[config.mk]
export PLATFORM = sky130hd
export DESIGN_NAME = game_flow_ctrl_flat
export DESIGN_NICKNAME = d
export VERILOG_FILES = /design/src/rtl/game_flow_ctrl_if.sv /design/src/rtl/game_flow_ctrl.sv /design/src/flat_wrapper.sv
export SDC_FILE = /design/constraint.sdc
export NUM_CORES = 1
export LEC_CHECK = 0
export BUFFER_PORTS_ARGS = -buffer_cell sky130_fd_sc_hd__buf_2
export CORE_UTILIZATION = 62
export DETAILED_ROUTE_END_ITERATION = 8
export PLACE_DENSITY = 0.86
export SETUP_SLACK_MARGIN = 0.02
export SYNTH_ARGS = -nofsm -noshare
export SYNTH_HDL_FRONTEND = slang
export SYNTH_SLANG_ARGS = --single-unit
[constraint.sdc]
create_clock -name clk -period 3.6 [get_ports clk]
set_input_delay 0.36 -clock clk [delete_from_list [all_inputs] [get_ports clk]]
set_output_delay 0.36 -clock clk [all_outputs]
set_load 0.005 [all_outputs]
[src/rtl/game_flow_ctrl_if.sv]
// Interface bundling the frame tick, merged player buttons, round-timer
// status and the game-flow outputs that feed the timer and renderer blocks.
interface game_flow_ctrl_if #(
    parameter int NAME_LEN    = 3,
    parameter int NUM_PLAYERS = 4
) ();
    logic                   frame_tick;
    logic [NUM_PLAYERS-1:0] btn_left;
    logic [NUM_PLAYERS-1:0] btn_right;
    logic [NUM_PLAYERS-1:0] btn_up;
    logic [NUM_PLAYERS-1:0] btn_down;
    logic [NUM_PLAYERS-1:0] btn_chop;
    logic [NUM_PLAYERS-1:0] btn_carry;
    logic                   time_expired;
    logic [2:0]             game_state;
    logic [NAME_LEN*8-1:0]  team_name;
    logic [2:0]             cursor;
    logic                   timer_go;
    logic                   restart_timer;
    logic [15:0]            frames_left;

    // Stimulus side: input synchronisers and round timer.
    modport master (
        output frame_tick, btn_left, btn_right, btn_up, btn_down,
               btn_chop, btn_carry, time_expired,
        input  game_state, team_name, cursor, timer_go, restart_timer,
               frames_left
    );

    // Controller side.
    modport slave (
        input  frame_tick, btn_left, btn_right, btn_up, btn_down,
               btn_chop, btn_carry, time_expired,
        output game_state, team_name, cursor, timer_go, restart_timer,
               frames_left
    );
endinterface

[src/rtl/game_flow_ctrl.sv]
// Game-flow sequencer: team-name entry, pre-game countdown, play, pause and
// a timed finish screen. All state advances only on frame ticks.
module game_flow_ctrl #(
    parameter int          NAME_LEN      = 3,
    parameter logic [7:0]  CHAR_MIN      = 8'h41,
    parameter logic [7:0]  CHAR_MAX      = 8'h5A,
    parameter int          NUM_PLAYERS   = 4,
    parameter int          START_FRAMES  = 300,
    parameter int          RESULT_FRAMES = 600
) (
    input  logic            clk,
    input  logic            reset,
    game_flow_ctrl_if.slave bus
);

    typedef enum logic [2:0] {
        ST_WELCOME = 3'd0,
        ST_START   = 3'd1,
        ST_PLAY    = 3'd2,
        ST_PAUSE   = 3'd3,
        ST_FINISH  = 3'd4
    } state_t;

    localparam logic [2:0]  CUR_MAX     = 3'(NAME_LEN - 1);
    localparam logic [15:0] START_LOAD  = 16'(START_FRAMES);
    localparam logic [15:0] RESULT_LOAD = 16'(RESULT_FRAMES);

    state_t                 state_r, state_next_s;
    logic [NAME_LEN*8-1:0]  name_r, name_next_s;
    logic [2:0]             cursor_r, cursor_next_s;
    logic [15:0]            frames_r, frames_next_s;
    logic                   timer_go_r, restart_r;

    logic [NUM_PLAYERS-1:0] prev_left_r, prev_right_r, prev_up_r;
    logic [NUM_PLAYERS-1:0] prev_down_r, prev_chop_r, prev_carry_r;

    logic press_left_s, press_right_s, press_up_s, press_down_s, press_chop_s;
    logic hold_carry_s, pause_req_s;
    logic edit_s, edit_up_s;

    // Rising edges merged across players; simultaneous presses count once.
    assign press_left_s  = |(bus.btn_left  & ~prev_left_r);
    assign press_right_s = |(bus.btn_right & ~prev_right_r);
    assign press_up_s    = |(bus.btn_up    & ~prev_up_r);
    assign press_down_s  = |(bus.btn_down  & ~prev_down_r);
    assign press_chop_s  = |(bus.btn_chop  & ~prev_chop_r);
    assign hold_carry_s  = |bus.btn_carry;
    // Pause needs chop and carry held by the same player.
    assign pause_req_s   = |(bus.btn_chop & bus.btn_carry);

    // Step one character up or down the legal range with wrap-around.
    function automatic logic [7:0] char_step(input logic [7:0] ch,
                                             input logic       dec);
        logic [7:0] res;
        if (dec) begin
            if (ch == CHAR_MIN) res = CHAR_MAX;
            else                res = ch - 8'd1;
        end else begin
            if (ch == CHAR_MAX) res = CHAR_MIN;
            else                res = ch + 8'd1;
        end
        return res;
    endfunction

    // Next-state, counter, cursor and name-edit decode for one frame tick.
    always_comb begin
        state_next_s  = state_r;
        name_next_s   = name_r;
        cursor_next_s = cursor_r;
        frames_next_s = frames_r;
        edit_s        = 1'b0;
        edit_up_s     = 1'b0;

        case (state_r)
            ST_WELCOME: begin
                if (press_chop_s) begin
                    state_next_s  = ST_START;
                    frames_next_s = START_LOAD;
                end else if (press_up_s) begin
                    edit_s    = 1'b1;
                    edit_up_s = 1'b1;
                end else if (press_down_s) begin
                    edit_s    = 1'b1;
                end else if (press_right_s) begin
                    if (cursor_r < CUR_MAX) cursor_next_s = cursor_r + 3'd1;
                    else                    cursor_next_s = cursor_r;
                end else if (press_left_s) begin
                    if (cursor_r != 3'd0) cursor_next_s = cursor_r - 3'd1;
                    else                  cursor_next_s = cursor_r;
                end else begin
                    state_next_s = ST_WELCOME;
                end
            end
            ST_START: begin
                if (frames_r <= 16'd1) begin
                    frames_next_s = 16'd0;
                    state_next_s  = ST_PLAY;
                end else begin
                    frames_next_s = frames_r - 16'd1;
                end
            end
            ST_PLAY: begin
                if (bus.time_expired) begin
                    state_next_s  = ST_FINISH;
                    frames_next_s = RESULT_LOAD;
                end else if (pause_req_s) begin
                    state_next_s = ST_PAUSE;
                end else begin
                    state_next_s = ST_PLAY;
                end
            end
            ST_PAUSE: begin
                if (press_chop_s && !hold_carry_s) state_next_s = ST_PLAY;
                else                               state_next_s = ST_PAUSE;
            end
            ST_FINISH: begin
                if (frames_r != 16'd0) begin
                    // Chop presses during the countdown are discarded.
                    frames_next_s = frames_r - 16'd1;
                end else if (press_chop_s) begin
                    state_next_s  = ST_WELCOME;
                    cursor_next_s = 3'd0;
                end else begin
                    state_next_s = ST_FINISH;
                end
            end
            default: begin
                state_next_s  = ST_WELCOME;
                frames_next_s = 16'd0;
            end
        endcase

        // Only the character under the cursor is ever modified.
        for (int i = 0; i < NAME_LEN; i++) begin
            if (edit_s && (cursor_r == 3'(i))) begin
                name_next_s[(NAME_LEN-1-i)*8 +: 8] =
                    char_step(name_r[(NAME_LEN-1-i)*8 +: 8], edit_up_s);
            end else begin
                name_next_s[(NAME_LEN-1-i)*8 +: 8] = name_r[(NAME_LEN-1-i)*8 +: 8];
            end
        end
    end

    // State, counters, name and button history; advance only on frame ticks.
    always_ff @(posedge clk) begin
        if (reset) begin
            state_r      <= ST_WELCOME;
            name_r       <= {NAME_LEN{CHAR_MIN}};
            cursor_r     <= 3'd0;
            frames_r     <= 16'd0;
            timer_go_r   <= 1'b0;
            restart_r    <= 1'b1;
            prev_left_r  <= '0;
            prev_right_r <= '0;
            prev_up_r    <= '0;
            prev_down_r  <= '0;
            prev_chop_r  <= '0;
            prev_carry_r <= '0;
        end else if (bus.frame_tick) begin
            state_r      <= state_next_s;
            name_r       <= name_next_s;
            cursor_r     <= cursor_next_s;
            frames_r     <= frames_next_s;
            // Registered from next state so they track game_state exactly.
            timer_go_r   <= (state_next_s == ST_PLAY);
            restart_r    <= (state_next_s == ST_WELCOME) ||
                            (state_next_s == ST_START);
            prev_left_r  <= bus.btn_left;
            prev_right_r <= bus.btn_right;
            prev_up_r    <= bus.btn_up;
            prev_down_r  <= bus.btn_down;
            prev_chop_r  <= bus.btn_chop;
            prev_carry_r <= bus.btn_carry;
        end
    end

    assign bus.game_state    = state_r;
    assign bus.team_name     = name_r;
    assign bus.cursor        = cursor_r;
    assign bus.frames_left   = frames_r;
    assign bus.timer_go      = timer_go_r;
    assign bus.restart_timer = restart_r;

endmodule
[src/flat_wrapper.sv]
// flat-port wrapper written by rule: the top's interface ports become plain ports
module game_flow_ctrl_flat 
#(
    parameter int          NAME_LEN      = 3,
    parameter logic [7:0]  CHAR_MIN      = 8'h41,
    parameter logic [7:0]  CHAR_MAX      = 8'h5A,
    parameter int          NUM_PLAYERS   = 4,
    parameter int          START_FRAMES  = 300,
    parameter int          RESULT_FRAMES = 600
)
  (clk, reset, bus_frame_tick, bus_btn_left, bus_btn_right, bus_btn_up, bus_btn_down, bus_btn_chop, bus_btn_carry, bus_time_expired, bus_game_state, bus_team_name, bus_cursor, bus_timer_go, bus_restart_timer, bus_frames_left);
  game_flow_ctrl_if #(.NAME_LEN(NAME_LEN), .NUM_PLAYERS(NUM_PLAYERS)) bus_i ();
  input  logic clk;
  input  logic reset;
  input wire logic [$bits(bus_i.frame_tick)-1:0] bus_frame_tick;
  input wire logic [$bits(bus_i.btn_left)-1:0] bus_btn_left;
  input wire logic [$bits(bus_i.btn_right)-1:0] bus_btn_right;
  input wire logic [$bits(bus_i.btn_up)-1:0] bus_btn_up;
  input wire logic [$bits(bus_i.btn_down)-1:0] bus_btn_down;
  input wire logic [$bits(bus_i.btn_chop)-1:0] bus_btn_chop;
  input wire logic [$bits(bus_i.btn_carry)-1:0] bus_btn_carry;
  input wire logic [$bits(bus_i.time_expired)-1:0] bus_time_expired;
  output wire logic [$bits(bus_i.game_state)-1:0] bus_game_state;
  output wire logic [$bits(bus_i.team_name)-1:0] bus_team_name;
  output wire logic [$bits(bus_i.cursor)-1:0] bus_cursor;
  output wire logic [$bits(bus_i.timer_go)-1:0] bus_timer_go;
  output wire logic [$bits(bus_i.restart_timer)-1:0] bus_restart_timer;
  output wire logic [$bits(bus_i.frames_left)-1:0] bus_frames_left;
  assign bus_i.frame_tick = bus_frame_tick;
  assign bus_i.btn_left = bus_btn_left;
  assign bus_i.btn_right = bus_btn_right;
  assign bus_i.btn_up = bus_btn_up;
  assign bus_i.btn_down = bus_btn_down;
  assign bus_i.btn_chop = bus_btn_chop;
  assign bus_i.btn_carry = bus_btn_carry;
  assign bus_i.time_expired = bus_time_expired;
  assign bus_game_state = bus_i.game_state;
  assign bus_team_name = bus_i.team_name;
  assign bus_cursor = bus_i.cursor;
  assign bus_timer_go = bus_i.timer_go;
  assign bus_restart_timer = bus_i.restart_timer;
  assign bus_frames_left = bus_i.frames_left;
  game_flow_ctrl #(.NAME_LEN(NAME_LEN), .CHAR_MIN(CHAR_MIN), .CHAR_MAX(CHAR_MAX), .NUM_PLAYERS(NUM_PLAYERS), .START_FRAMES(START_FRAMES), .RESULT_FRAMES(RESULT_FRAMES)) u_core (.clk(clk), .reset(reset), .bus(bus_i));
endmodule
---- Word-level counts from Yosys, hierarchy flattened ----
Cells that the tools add are included.
operators by class
  add/subtract/negate cells ............... 9
  order comparisons ....................... 2
  equality and inequality tests ........... 25
  bitwise operators ....................... 12
  muxes and demuxes ....................... 43
  reduce and logical (&&, ||, !) cells .... 24
operators by type and width
  operator                                                         count
  case mux 16 bit (5 select lines)                                 1
  2-to-1 mux 8 bit                                                 9
  2-to-1 mux 16 bit                                                4
  2-to-1 mux 3 bit                                                 18
  equality test 8 x 7 -> 1 bit, second input constant              6
  OR reduction 4 bit                                               7
  adder 8 x 1 -> 8 bit, second input constant                      3
  bitwise AND 4 bit                                                6
  subtractor 8 x 1 -> 8 bit, second input constant                 3
  inverter 4 bit                                                   5
  less-or-equal comparator 16 x 1 -> 1 bit, second input constant  1
  nonzero test 16 bit                                              1
  subtractor 16 x 1 -> 16 bit, second input constant               1
  case mux 3 bit (5 select lines)                                  1
  equality test 3 x 2 -> 1 bit, second input constant              4
  inequality test 2 bit, second input constant                     5
  AND reduction 10 bit                                             1
  equality test 3 x 1 -> 1 bit, second input constant              3
  logical NOT 3 bit                                                3
  2-to-1 mux 1 bit                                                 9
  inequality test 2 x 1 -> 1 bit, second input constant            3
  inequality test 3 x 1 -> 1 bit, second input constant            2
  case mux 3 bit (2 select lines)                                  1
  AND reduction 2 bit                                              3
  other kinds (12)                                                 15
storage, ports and cells
  flip-flop bits (word level) ............. 68
  logic and storage cells ................. 128
  output and inout bits ................... 48
  input bits .............................. 28

---- Depth between registers and ports, before layout ----
  depth in word-level cells ............... 11
  mapped depth ............................ 9
  gate-level depth less buffers ........... 8

---- Worst setup path before layout ----
No wires, ideal clock.
  path type ............................... in2reg
  start point ............................. in bus_btn_up[0]
  end point ............................... reg u_core.name_r[22] (netlist: u_core.bus.team_name[22])
  library setup time ...................... 120 ps
  path buffers ............................ 1
  cell stages on the path ................. 7
  required time ........................... 3480 ps
  setup slack ............................. 1626 ps
  arrival ................................. 1855 ps
  cells stage by stage .................... nor2b_4 > a2111oi_4 > buf_6 > nor3_4 > or3_1 > a21o_1 > a211o_1
on the way
  cells in the longest elaborated chain, start to end .. 7
  elaborated cells between the ends (all ways) .. 11
  classes of those cells .................. 7 x mux; 1 x bitwise; 3 x reduce/logical
ends and longest elaborated chain
  what                                  line                   source
  start, declared                       flat_wrapper.sv:18     input wire logic [$bits(bus_i.btn_up)-1:0] bus_btn_up;
  bitwise AND 4 bit (*)                 game_flow_ctrl.sv:44   assign press_up_s = |(bus.btn_up & ~prev_up_r);
  OR reduction 4 bit (*)                game_flow_ctrl.sv:44
  2-to-1 mux 1 bit                      game_flow_ctrl.sv:79   end else if (press_up_s) begin
  2-to-1 mux 1 bit                      game_flow_ctrl.sv:76   if (press_chop_s) begin
  2-to-1 mux 1 bit                      game_flow_ctrl.sv:74   case (state_r)
  logical AND 1 bit                     game_flow_ctrl.sv:135  if (edit_s && (cursor_r == 3'(i))) begin
  AND reduction 2 bit (no source line)  --
  end signal, assigned                  game_flow_ctrl.sv:148  name_r <= {NAME_LEN{CHAR_MIN}};
  end signal, assigned                  game_flow_ctrl.sv:161  name_r <= name_next_s;
  end, declared                         game_flow_ctrl.sv:29   logic [NAME_LEN*8-1:0] name_r, name_next_s;
Every way passes the cells marked *; elsewhere a longest branch is shown, timed or not.
A chain may end at the register's enable or synchronous reset.

---- Final worst setup path ----
  start point ............................. reg u_core.prev_up_r[0]
  end point ............................... reg u_core.name_r[23] (netlist: u_core.bus.team_name[23])
on the way
  cells in the longest elaborated chain, start to end .. 8
  elaborated cells between the ends (all ways) .. 12
  classes of those cells .................. 7 x mux; 2 x bitwise; 3 x reduce/logical
ends and longest elaborated chain
  what                                  line                   source
  start, declared                       game_flow_ctrl.sv:34   logic [NUM_PLAYERS-1:0] prev_left_r, prev_right_r, prev_up_r;
  start signal, assigned                game_flow_ctrl.sv:170  prev_up_r <= bus.btn_up;
  inverter 4 bit (*)                    game_flow_ctrl.sv:44
  bitwise AND 4 bit (*)                 game_flow_ctrl.sv:44
  OR reduction 4 bit (*)                game_flow_ctrl.sv:44
  2-to-1 mux 1 bit                      game_flow_ctrl.sv:79
  2-to-1 mux 1 bit                      game_flow_ctrl.sv:76
  2-to-1 mux 1 bit                      game_flow_ctrl.sv:74
  logical AND 1 bit                     game_flow_ctrl.sv:135
  AND reduction 2 bit (no source line)  --
Marks and branches as above.

==> results.ini <==
[cts]
cts_buffers=9
cts.sinks=68
root_buffer=clkbuf_8
cts_tree=done
post_cts_buffers=0
cts_buffer_depth=2
cts_max_level=3
clk_latency_ps=360
postCtsResizedCells=0
clkSlewWorstSetupHoldPaths_ps=80
postCtsHoldBufs=0

[floorplan]
die_h_microns=87.8
die_w_microns=87.8
fp.coreArea_sq_um=6940
start_util_pct=65.7
rows=30
ios=76
dieArea_sq_um=7700

[synthesis]
syn_avg_cell_area_sq_um=8.22
synth_area_sq_um=4560
synth_top_area_share_pct=29.8
synth.area.top_cells=dfxtp_1 30%, ha_1 5.2%, mux2i_1 5.0%
yosys_warnings=0
synthesis.instances=555
synth_flop_cell=dfxtp_1
synthArstFlopShare_pct=0
synth.yosys.seq_area_share_pct=29.8
yosys.cell_types.count=77
synth_enable_flop_cells=0
yosys.area.top_type=dfxtp_1
syn_nets=602
synth-seq-cells=68

[power_and_ir_drop]
power_leakage_uw=0.00212
power_density_nw_per_um2=412
p_sw_share_pct=33.1
comb_power_share_pct=25.3
max-vdd-ir-drop_mv=0.264
p_switching_uw=706
p_int_uw=1430
clkPwrFrac_pct=34.0
seq_power_share_pct=40.7

[timing]
grt_setup_unrepaired=false
tightest_slew_ps=891
hold_violations=0
min_period_ps=2620
finalSetupViolations=0
max_freq_mhz=382
maxSlewHeadroom_pct=40.6
setup_tns_ps=0
finalCritPeriodShare_pct=72.8
fin_worst_skew_ps=10.7
maxSlewViolCount=0

[placement]
place_area_sq_um=4960
place.gp.congestion=0.910
dp_hpwl_microns=8120
io_buffers=75

[layout]
drive_gt1_share_pct=19.3
num-nets-final=665
mostFrequentLayoutCells=75 x buf_2, 68 x dfxtp_1, 55 x nor2_1
multi_input_area_sq_um=2980
final_util_pct=74.7
ff_latch_area_sq_um=1360
nFillCells=529
area_growth_pct=13.7
final_common_cell=buf_2
antenna_cells=0
final_area_sq_um=5190

[flow_run]
drv_cap=0

[status]
outcome=completed

[grt]
grt_pass1_vias=4116
grt_max_degree=51
grt_pass1_wl_microns=19200
grt_overflow=0
antenna_found_initial=0
grt_usage_pct=31.3

[route]
vias=4485
wl_microns=11800
wire_per_inst_microns=16.4
drc_errors=0
drt_first_pass_iters=5
via_per_inst=6.24
ant_nets=0
drt-initial-drc-count=421

[setup_path]
timing.critical_path.from_type=flip-flop
critPathArrivalTime_ps=2900
cp_max_fo=27
crit_path_end_kind=flip-flop
path_class=reg -> reg
required_ps=3880

[min_path]
hold_path.class=in -> reg

[cells by family (layout without fill, tap and decap cells)]
family,after synthesis,after routing,synth area share [%]
and+or+nand+nor,234,234,28.5
xor gates and xnor gates,23,23,4.42
AOI/OAI and AO/OA,136,136,21.7
muxes,25,25,5.54
DFF,68,68,29.8
adders and majority gates,19,19,5.21
buffers and inverters,50,118,4.77
[worst max-delay path, stage by stage, from the launching register on]
cell and delay [ps]:
dfxtp_1 380, nor2b_4 60, a2111oi_4 320, buf_4 260, or3_1 720, a41oi_1 260, or3_1 380, a21oi_1 160
[routing by layer]
metal	GRT usage [%]	part of all wire, %	vias up
met3	6.03	6.7	26
met2	50.0	48	202
met4	13.0	2.1	0
met1	41.4	44	2093
met5	0	0	-
li1	-	-	2164
[Yosys cell counts (5+ instances only)]
master    count
xnor2_1      18
nor4_1       10
nand3_1      31
mux2i_1      23
nor2_1       55
clkbuf_1     16
a21oi_1      34
buf_2         6
nand2b_1      9
ha_1         19
a311oi_1      8
nand2_1      41
xor2_1        5
o21ai_0      23
nor3_1       24
dfxtp_1      68
inv_1        19
o21ai_1       8
nor3b_1       6
o211ai_1      6
or3_1         7
nand4_1       6
nor2b_1      16
[registers in the layout (all words and copies together), names as in the netlist]
| name | count |
|---|---|
| u_core.prev_chop_r | 4 |
| u_core.bus.team_name | 24 |
| u_core.bus.restart_timer | 1 |
| u_core.prev_down_r | 4 |
| u_core.bus.timer_go | 1 |
| u_core.bus.frames_left | 16 |
| u_core.prev_right_r | 4 |
| u_core.bus.cursor | 3 |
| u_core.bus.game_state | 3 |
| u_core.prev_up_r | 4 |
| u_core.prev_left_r | 4 |
[worst paths after layout]
kind,start,to,cells after the start,slack [ps]
worst max-delay path,u_core.prev_up_r[0]$_SDFFE_PP0P_,u_core.bus.team_name[23]$_SDFFE_PP0P_,7,980
worst min-delay path,bus_btn_right[0],u_core.prev_right_r[0]$_SDFFE_PP0P_,3,250
worst max register to register,u_core.prev_up_r[0]$_SDFFE_PP0P_,u_core.bus.team_name[23]$_SDFFE_PP0P_,7,980
worst min register to register,u_core.bus.timer_go$_SDFFE_PP0P_,u_core.bus.timer_go$_SDFFE_PP0P_,2,460
[layout make-up]
cell class                 instances  area share, %
multi-input combinational        437           57.5
tap                               96           2.32
sequential                        68           26.2
inverter                          21           1.52
clock inverter                     6           1.66
timing repair buffer              81           8.11
clock buffer                      10           2.65
[power by group through the flow]
stage,registers (uW),clock network (uW),logic [uW]
final,870,727,540
after global routing,877,761,596
after CTS,867,727,532
after detailed placement,884,0,523
after global placement,881,0,506
after floorplan,868,0,403
[metrics by stage]
stage | hold WS (ps) | instances | setup WS, ps | total power, uW
floorplan | 451 | 555 | 1630 | 1270
detailed placement | 450 | 703 | 858 | 1410
global placement | 451 | 703 | 989 | 1390
CTS | 251 | 719 | 997 | 2130
global route | 262 | 719 | 796 | 2230
finish | 249 | 719 | 980 | 2140
No activity file was read; power rests on OpenSTA's default activity.
